[src/rtl/bgpu_pkg.sv]
// Shared GPU block definitions: thread-block dispatcher FSM states.
package bgpu_pkg;

    typedef enum logic [1:0] {
        IDLE      = 2'd0,
        DISPATCH  = 2'd1,
        WAIT_DONE = 2'd2,
        REPORT    = 2'd3
    } tblock_disp_state_e;

endpackage

[src/rtl/tblock_dispatcher.sv]
// Thread-block dispatcher: takes one launch, hands out its blocks to free warps, tracks completions.
// Optional stall-cycle counter output enabled by defining BGPU_DISPATCH_STALL_CNT_EN.

`ifndef BGPU_FF
`define BGPU_FF(q, d, rst_val) \
    always_ff @(posedge clk_i or negedge rst_ni) begin \
        if (!rst_ni) q <= (rst_val); \
        else         q <= (d); \
    end
`endif

module tblock_dispatcher
    import bgpu_pkg::*;
#(
    parameter int unsigned PcWidth       = 32,
    parameter int unsigned AddressWidth  = 32,
    parameter int unsigned TblockIdxBits = 4,
    parameter int unsigned TgroupIdBits  = 4
) (
    input  logic                      clk_i,
    input  logic                      rst_ni,

    input  logic                      launch_valid_i,
    output logic                      launch_ready_o,
    input  logic [PcWidth-1:0]        launch_pc_i,
    input  logic [AddressWidth-1:0]   launch_dp_addr_i,
    input  logic [TblockIdxBits:0]    launch_num_tblocks_i,
    input  logic [TgroupIdBits-1:0]   launch_tgroup_id_i,

    input  logic                      warp_free_i,
    output logic                      allocate_warp_o,
    output logic [PcWidth-1:0]        allocate_pc_o,
    output logic [AddressWidth-1:0]   allocate_dp_addr_o,
    output logic [TblockIdxBits-1:0]  allocate_tblock_idx_o,
    output logic [TgroupIdBits-1:0]   allocate_tgroup_id_o,

    input  logic                      tblock_done_i,
    input  logic [TgroupIdBits-1:0]   tblock_done_id_i,
    output logic                      tblock_done_ready_o,

    output logic                      group_done_o,
    output logic [TgroupIdBits-1:0]   group_done_id_o,
    input  logic                      group_done_ready_i
`ifdef BGPU_DISPATCH_STALL_CNT_EN
    ,
    output logic [31:0]               stall_cycles_o
`endif
);

    localparam int unsigned CntW = TblockIdxBits + 1;

    tblock_disp_state_e        state_q, state_d;
    logic [PcWidth-1:0]        pc_q, pc_d;
    logic [AddressWidth-1:0]   dp_q, dp_d;
    logic [CntW-1:0]           num_q, num_d;
    logic [TgroupIdBits-1:0]   id_q, id_d;
    logic [CntW-1:0]           disp_q, disp_d;
    logic [CntW-1:0]           comp_q, comp_d;

    logic launch_fire, alloc_fire, done_ready, done_fire, done_drop;

    always_comb begin
        launch_fire = launch_valid_i && (state_q == IDLE);
        alloc_fire  = (state_q == DISPATCH) && warp_free_i;
        done_ready  = (state_q == DISPATCH) || (state_q == WAIT_DONE);
        done_fire   = tblock_done_i && done_ready && (tblock_done_id_i == id_q);
        // Stale or foreign completions are consumed so the sender never stalls.
        done_drop   = tblock_done_i && done_ready && (tblock_done_id_i != id_q);

        pc_d   = launch_fire ? launch_pc_i          : pc_q;
        dp_d   = launch_fire ? launch_dp_addr_i     : dp_q;
        num_d  = launch_fire ? launch_num_tblocks_i : num_q;
        id_d   = launch_fire ? launch_tgroup_id_i   : id_q;
        disp_d = launch_fire ? '0 : disp_q + CntW'(alloc_fire);
        comp_d = launch_fire ? '0 : comp_q + CntW'(done_fire);
    end

    always_comb begin
        state_d = state_q;
        unique case (state_q)
            IDLE:
                if (launch_fire)
                    state_d = (launch_num_tblocks_i == '0) ? REPORT : DISPATCH;
            DISPATCH:
                // A completion may land in the same cycle as the final allocation.
                if (disp_d == num_q)
                    state_d = (comp_d == num_q) ? REPORT : WAIT_DONE;
            WAIT_DONE:
                if (comp_d == num_q) state_d = REPORT;
            REPORT:
                if (group_done_ready_i) state_d = IDLE;
            default: state_d = IDLE;
        endcase
    end

    `BGPU_FF(state_q, state_d, IDLE)
    `BGPU_FF(pc_q, pc_d, '0)
    `BGPU_FF(dp_q, dp_d, '0)
    `BGPU_FF(num_q, num_d, '0)
    `BGPU_FF(id_q, id_d, '0)
    `BGPU_FF(disp_q, disp_d, '0)
    `BGPU_FF(comp_q, comp_d, '0)

    always_comb begin
        launch_ready_o        = (state_q == IDLE);
        allocate_warp_o       = alloc_fire;
        allocate_pc_o         = '0;
        allocate_dp_addr_o    = '0;
        allocate_tblock_idx_o = '0;
        allocate_tgroup_id_o  = '0;
        if (state_q == DISPATCH) begin
            allocate_pc_o         = pc_q;
            allocate_dp_addr_o    = dp_q;
            allocate_tblock_idx_o = disp_q[TblockIdxBits-1:0];
            allocate_tgroup_id_o  = id_q;
        end
        tblock_done_ready_o = done_ready;
        group_done_o        = (state_q == REPORT);
        group_done_id_o     = (state_q == REPORT) ? id_q : '0;
    end

`ifdef BGPU_DISPATCH_STALL_CNT_EN
    logic [31:0] stall_q, stall_d;

    always_comb begin
        stall_d = stall_q;
        if (launch_fire)
            stall_d = '0;
        else if ((state_q == DISPATCH) && !warp_free_i && (stall_q != '1))
            stall_d = stall_q + 32'd1;
    end

    `BGPU_FF(stall_q, stall_d, '0)
    assign stall_cycles_o = stall_q;
`endif

`ifndef SYNTHESIS
    a_comp_le_disp: assert property (@(posedge clk_i) disable iff (!rst_ni) comp_q <= disp_q);
    c_done_id_drop: cover property (@(posedge clk_i) disable iff (!rst_ni) done_drop);
`endif

endmodule

[config.mk]
export PLATFORM = sky130hd
export DESIGN_NAME = tblock_dispatcher
export DESIGN_NICKNAME = d
export VERILOG_FILES = /design/src/rtl/bgpu_pkg.sv /design/src/rtl/tblock_dispatcher.sv
export SDC_FILE = /design/constraint.sdc
export NUM_CORES = 1
export LEC_CHECK = 0
export BUFFER_PORTS_ARGS = -buffer_cell sky130_fd_sc_hd__buf_2
export CAP_MARGIN = 20
export CELL_PAD_IN_SITES_DETAIL_PLACEMENT = 1
export CELL_PAD_IN_SITES_GLOBAL_PLACEMENT = 2
export CORE_UTILIZATION = 29
export CTS_CLUSTER_SIZE = 30
export DETAILED_ROUTE_END_ITERATION = 10
export GPL_ROUTABILITY_DRIVEN = 0
export GPL_TIMING_DRIVEN = 0
export PLACE_DENSITY = 0.95
export SYNTH_ARGS = -nofsm -noshare
export SYNTH_HDL_FRONTEND = slang
export SYNTH_SLANG_ARGS = --single-unit
[constraint.sdc]
create_clock -name clk_i -period 8.56 [get_ports clk_i]
set_input_delay 0.428 -clock clk_i [delete_from_list [all_inputs] [get_ports clk_i]]
set_output_delay 0.428 -clock clk_i [all_outputs]
set_load 0.02 [all_outputs]
* Word-level counts from Yosys, hierarchy flattened *
Index checks and enable logic that the tools add are counted.

storage, ports and cells
  bits in registers = 85
  bits of input ports = 83
  word-level logic and storage cells = 41

cells by class
  mux-type cells = 14
  add/sub/neg operators = 2
  equal/unequal tests = 10
  reduce and logical (&&, ||, !) cells = 8

operators with widths
  kind                number
  $mux 32             2
  $mux 4              3
  $add 5x1->5         2
  $eq 5x5->1          2
  $mux 2              5
  $mux 5              2
  $ne 2x1->1 const B  4
  $pmux 2 s4          1
  $logic_not 5->1     1
  $eq 2x2->1 const B  2
  $eq 4x4->1          1
  $logic_and 1x1->1   4
  $reduce_and 4->1    1
  $eq 2x1->1 const B  1
  $logic_not 2->1     1
  $logic_or 1x1->1    1
  $mux 1              1

* Depth between registers and ports, before layout *
  word-level depth = 10
  gate-level depth with buffers = 14
  depth with buffers taken out = 12

* Worst setup path after synthesis *
No wires, ideal clock.

  kind = reg2reg
  from = reg state_q[1]
  to = reg state_q[0]
  path slack = 5542 ps
  clock period less this slack = 3018 ps
  required time = 8464 ps
  cell stages (with the launch flop) = 14
  data arrival time = 2923 ps
  library setup time = 96 ps
  path buffers = 2
  cells stage by stage = dfrtp_1 -> inv_1 -> ha_1 -> clkbuf_1 -> clkbuf_1 -> and2_1 -> ha_1 -> ha_1 -> xnor2_1 -> nand4_1 -> a311oi_1 -> a41o_1 -> a41oi_1 -> o32ai_2

on the way
  elaborated cells between the ends (all ways) = 23

RTL lines
  what                        RTL line                 text
  start, declared             tblock_dispatcher.sv:52  tblock_disp_state_e state_q, state_d;
  $eq 2x1->1                  tblock_dispatcher.sv:64  alloc_fire = (state_q == DISPATCH) && warp_free_i;
  $logic_and 1x1->1           tblock_dispatcher.sv:64
  net allocate_warp_o         tblock_dispatcher.sv:31  output logic allocate_warp_o,
  $add 5x1->5                 tblock_dispatcher.sv:74  disp_d = launch_fire ? '0 : disp_q + CntW'(alloc_fire);
  $mux 5                      tblock_dispatcher.sv:74
  $eq 5x5->1                  tblock_dispatcher.sv:86  if (disp_d == num_q)
  $ne 2x1->1 (no line)        -
  $reduce_and 4->1 (no line)  -

The timed path passes the listed nets, and every way through them passes these cells. The select of a mux whose other input is x is not followed.
A chain may end at the register's enable or synchronous reset.

* Worst setup path after layout *
  from = reg state_q[1]
  to = reg state_q[0]

on the way
  longest elaborated chain between the ends = 10
  elaborated cells between the ends (all ways) = 23

RTL lines
  what                                      RTL line                                                                   text
  $eq 2x1->1 or $eq 2x2->1 (tied branches)  tblock_dispatcher.sv:64, tblock_dispatcher.sv:65, tblock_dispatcher.sv:80
  $logic_or 1x1->1                          tblock_dispatcher.sv:65                                                    done_ready = (state_q == DISPATCH) || (state_q == WAIT_DONE);
  $logic_and 1x1->1                         -
  $logic_and 1x1->1                         tblock_dispatcher.sv:66                                                    done_fire = tblock_done_i && done_ready && (tblock_done_id_i == id_q);
  $add 5x1->5                               tblock_dispatcher.sv:75                                                    comp_d = launch_fire ? '0 : comp_q + CntW'(done_fire);
  $mux 5                                    tblock_dispatcher.sv:75
  $eq 5x5->1                                tblock_dispatcher.sv:87, tblock_dispatcher.sv:89
  $mux 1                                    tblock_dispatcher.sv:87                                                    state_d = (comp_d == num_q) ? REPORT : WAIT_DONE;
  $mux 2                                    tblock_dispatcher.sv:86
  $pmux 2 s4                                tblock_dispatcher.sv:80                                                    unique case (state_q)

Several ways; a longest one is shown, not always the timed one. The select of a mux whose other input is x is not followed.

==> impl_metrics.json <==
{
  "holdBufCountCts": 0,
  "power.total_mw": 2.01,
  "gr-total-overflow": 0,
  "crit_fanout": 10,
  "antenna_found_initial": 3,
  "drive_gt1_share_pct": 27.4,
  "ys_ff_latch": 85,
  "cp_common_cell": "ha_1",
  "die_w_um": 122,
  "fin_skew_ns": 0.00658,
  "hold_violations": 0,
  "post_cts_buffers": 0,
  "ant_nets": 0,
  "final_area_um2": 5550,
  "max_stage_delay_ns": 0.46,
  "arrival_ns": 4.01,
  "tightest_slew_ns": 0.595,
  "synth_area_um2": 4200,
  "report.final.slew_viol_count": 0,
  "finalCritPeriodShare_pct": 44.0,
  "synth_edf_count": 0,
  "p_leak_nw": 3.14,
  "clockBufferDepth": 2,
  "final.min_clock_period_ns": 3.76,
  "initialDrtViolationCount": 119,
  "yosys.cell_types.count": 40,
  "synth_flop_cell": "dfrtp_1",
  "synthArstFlopShare_pct": 100,
  "cp.required_ns": 8.81,
  "grt_max_degree": 49,
  "clk_pin_slew_ns": 0.06,
  "max-vdd-ir-drop_v": 0.000159,
  "max_freq_mhz": 266,
  "tns_ns": 0,
  "grtUsageTotal_pct": 17.9,
  "finish.net_count": 765,
  "critPathKind": "reg2reg",
  "layout_common_cells": "216 x nand2_1, 161 x buf_2, 85 x dfrtp_1, 75 x and2_1, 25 x clkbuf_1",
  "ys_seq_area_share_pct": 50.7,
  "fill_cells": 1777,
  "grt_pass1_wl_um": 20500,
  "holdWs_ns": 0.0740,
  "max_cap_viol_count": 0,
  "pre_cts_ws_ns": 4.79,
  "cts_buffers": 9,
  "finalSetupViolCount": 0,
  "synthToLayoutAreaGrowth_pct": 32.3,
  "cts_tree": "built",
  "powerDensity_nw_per_um2": 361,
  "holdCritPathClass": "in2async",
  "die_y_um": 122,
  "max-slew-margin-rel_pct": 60.3,
  "startpoint_type": "register",
  "yosys_warnings": 0,
  "placed_cell_area_um2": 5260,
  "port_buffers": 161,
  "final_common_cell": "nand2_1",
  "num_vias": 3894,
  "endpoint_kind": "register",
  "drt-pass1-iter-count": 4,
  "drt_wl_total_um": 12700,
  "cts.sinks": 85,
  "status": "finished clean",
  "vias_per_cell": 4.53,
  "grt_setup_unrepaired": "no",
  "wl_per_cell_um": 14.7,
  "h-tree-depth": 3,
  "synth_cells": 501,
  "pin_count": 163,
  "cpMaxStageDelayCell": "clkbuf_1",
  "syn-num-nets": 592,
  "clock_latency_ns": 0.34,
  "grt_pass1_vias": 4218,
  "drc": 0,
  "path_cells": "inv_1 -> ha_1 -> clkbuf_1 -> clkbuf_1 -> and2_1 -> ha_1 -> ha_1 -> xnor2_1 -> nand4_1 -> a311oi_1 -> a41o_1 -> a41oi_1 -> o32ai_2",
  "worst_slack_ns": 4.80,
  "synth.avg_cell_area_um2": 8.38,
  "num_rows": 43,
  "initial_core_util_pct": 30.0,
  "hpwl_um": 9740,
  "core_area_um2": 14000,
  "cts_root_buf": "clkbuf_16",
  "cts.repair.resized": 0,
  "die-area_um2": 15000
}
flip-flops by register name, summed over array words and instances (netlist names):
register  flops
comp_q        5
disp_q        5
dp_q         32
id_q          4
num_q         5
pc_q         32
state_q       2
cell usage after synthesis (all sizes together) (3+ instances only):
cell	instances	area, um2
a21oi	5	25.0
nand4	3	18.8
clkbuf	24	90.1
and2	76	478
buf	4	38.8
o21ai	8	43.8
nor3	5	25.0
dfrtp	85	2130
nand2	216	811
mux2i	4	40.0
nor2	11	41.3
xor2	3	26.3
nand3	4	20.0
a21boi	3	22.5
inv	14	52.6
ha	8	100
xnor2	5	43.8
layer usage:
metal	wire length (um)	GRT usage (%)	part of all wire, %
met5	27	0	0.21
met4	327	8.69	2.6
met3	669	3.95	5.3
met2	6370	31.0	50
met1	5280	20.9	42
area by class of cell:
class	count	area, um2	area share, %
Sequential cell	85	2130	38.3
Multi-Input combinational cell	374	1890	34.0
Antenna cell	1	2.50	0.0451
Clock buffer	11	243	4.37
Clock inverter	5	50.0	0.901
Tap cell	180	225	4.05
Inverter	14	52.6	0.946
Buffer	28	129	2.32
Timing Repair Buffer	162	836	15.0
worst max-delay path: cells and delay by family, from the launching register on:
kind	cells	cell delay, ns
adders and majority gates	3	0.61
and+or+nand+nor	2	0.35
AOI/OAI and AO/OA	4	1.11
DFF	1	0.41
xor gates and xnor gates	1	0.17
buffers and inverters	3	1.03
per-stage QoR:
| stage | instances | utilization (%) |
|---|---|---|
| 2_1_floorplan | 501 | - |
| 3_3_place_gp | 842 | 37.4 |
| 3_5_place_dp | 843 | 37.6 |
| 4_1_cts | 859 | 39.7 |
| 5_1_grt | 859 | 39.7 |
| 6_report | 860 | 39.7 |
path summary, 6_finish.rpt:
check	depth (start not counted)	start	slack (ns)	to
setup reg to reg	13	state_q[1]	4.80	state_q[0]
setup / recovery	13	state_q[1]	4.80	state_q[0]
min in group clk_i	3	launch_dp_addr_i[18]	0.27	dp_q[18]
max in group asynchronous	2	rst_ni	7.86	dp_q[23]
hold reg to reg	2	pc_q[18]	0.47	pc_q[18]
hold / removal	1	rst_ni	0.07	pc_q[10]
where the power goes:
part	internal [mW]	leakage [nW]	switching, mW	total, mW
Sequential	0.577	1.07	0.102	0.678
Clock	0.232	0.149	0.159	0.392
Combinational	0.338	1.92	0.600	0.937
cell families (layout without fill, tap and decap cells):
family / count (synthesis) / count (layout) / share of synthesized area [%]
and+or+nand+nor: 325 / 325 / 34.9
DFF: 85 / 85 / 50.7
buffers and inverters: 42 / 220 / 4.32
AOI/OAI and AO/OA: 29 / 29 / 5.10
adders and majority gates: 8 / 8 / 2.38
xor gates and xnor gates: 8 / 8 / 1.67
muxes: 4 / 4 / 0.954
other: 0 / 1 / 0
Note: power is estimated with default switching activity, not from simulation.
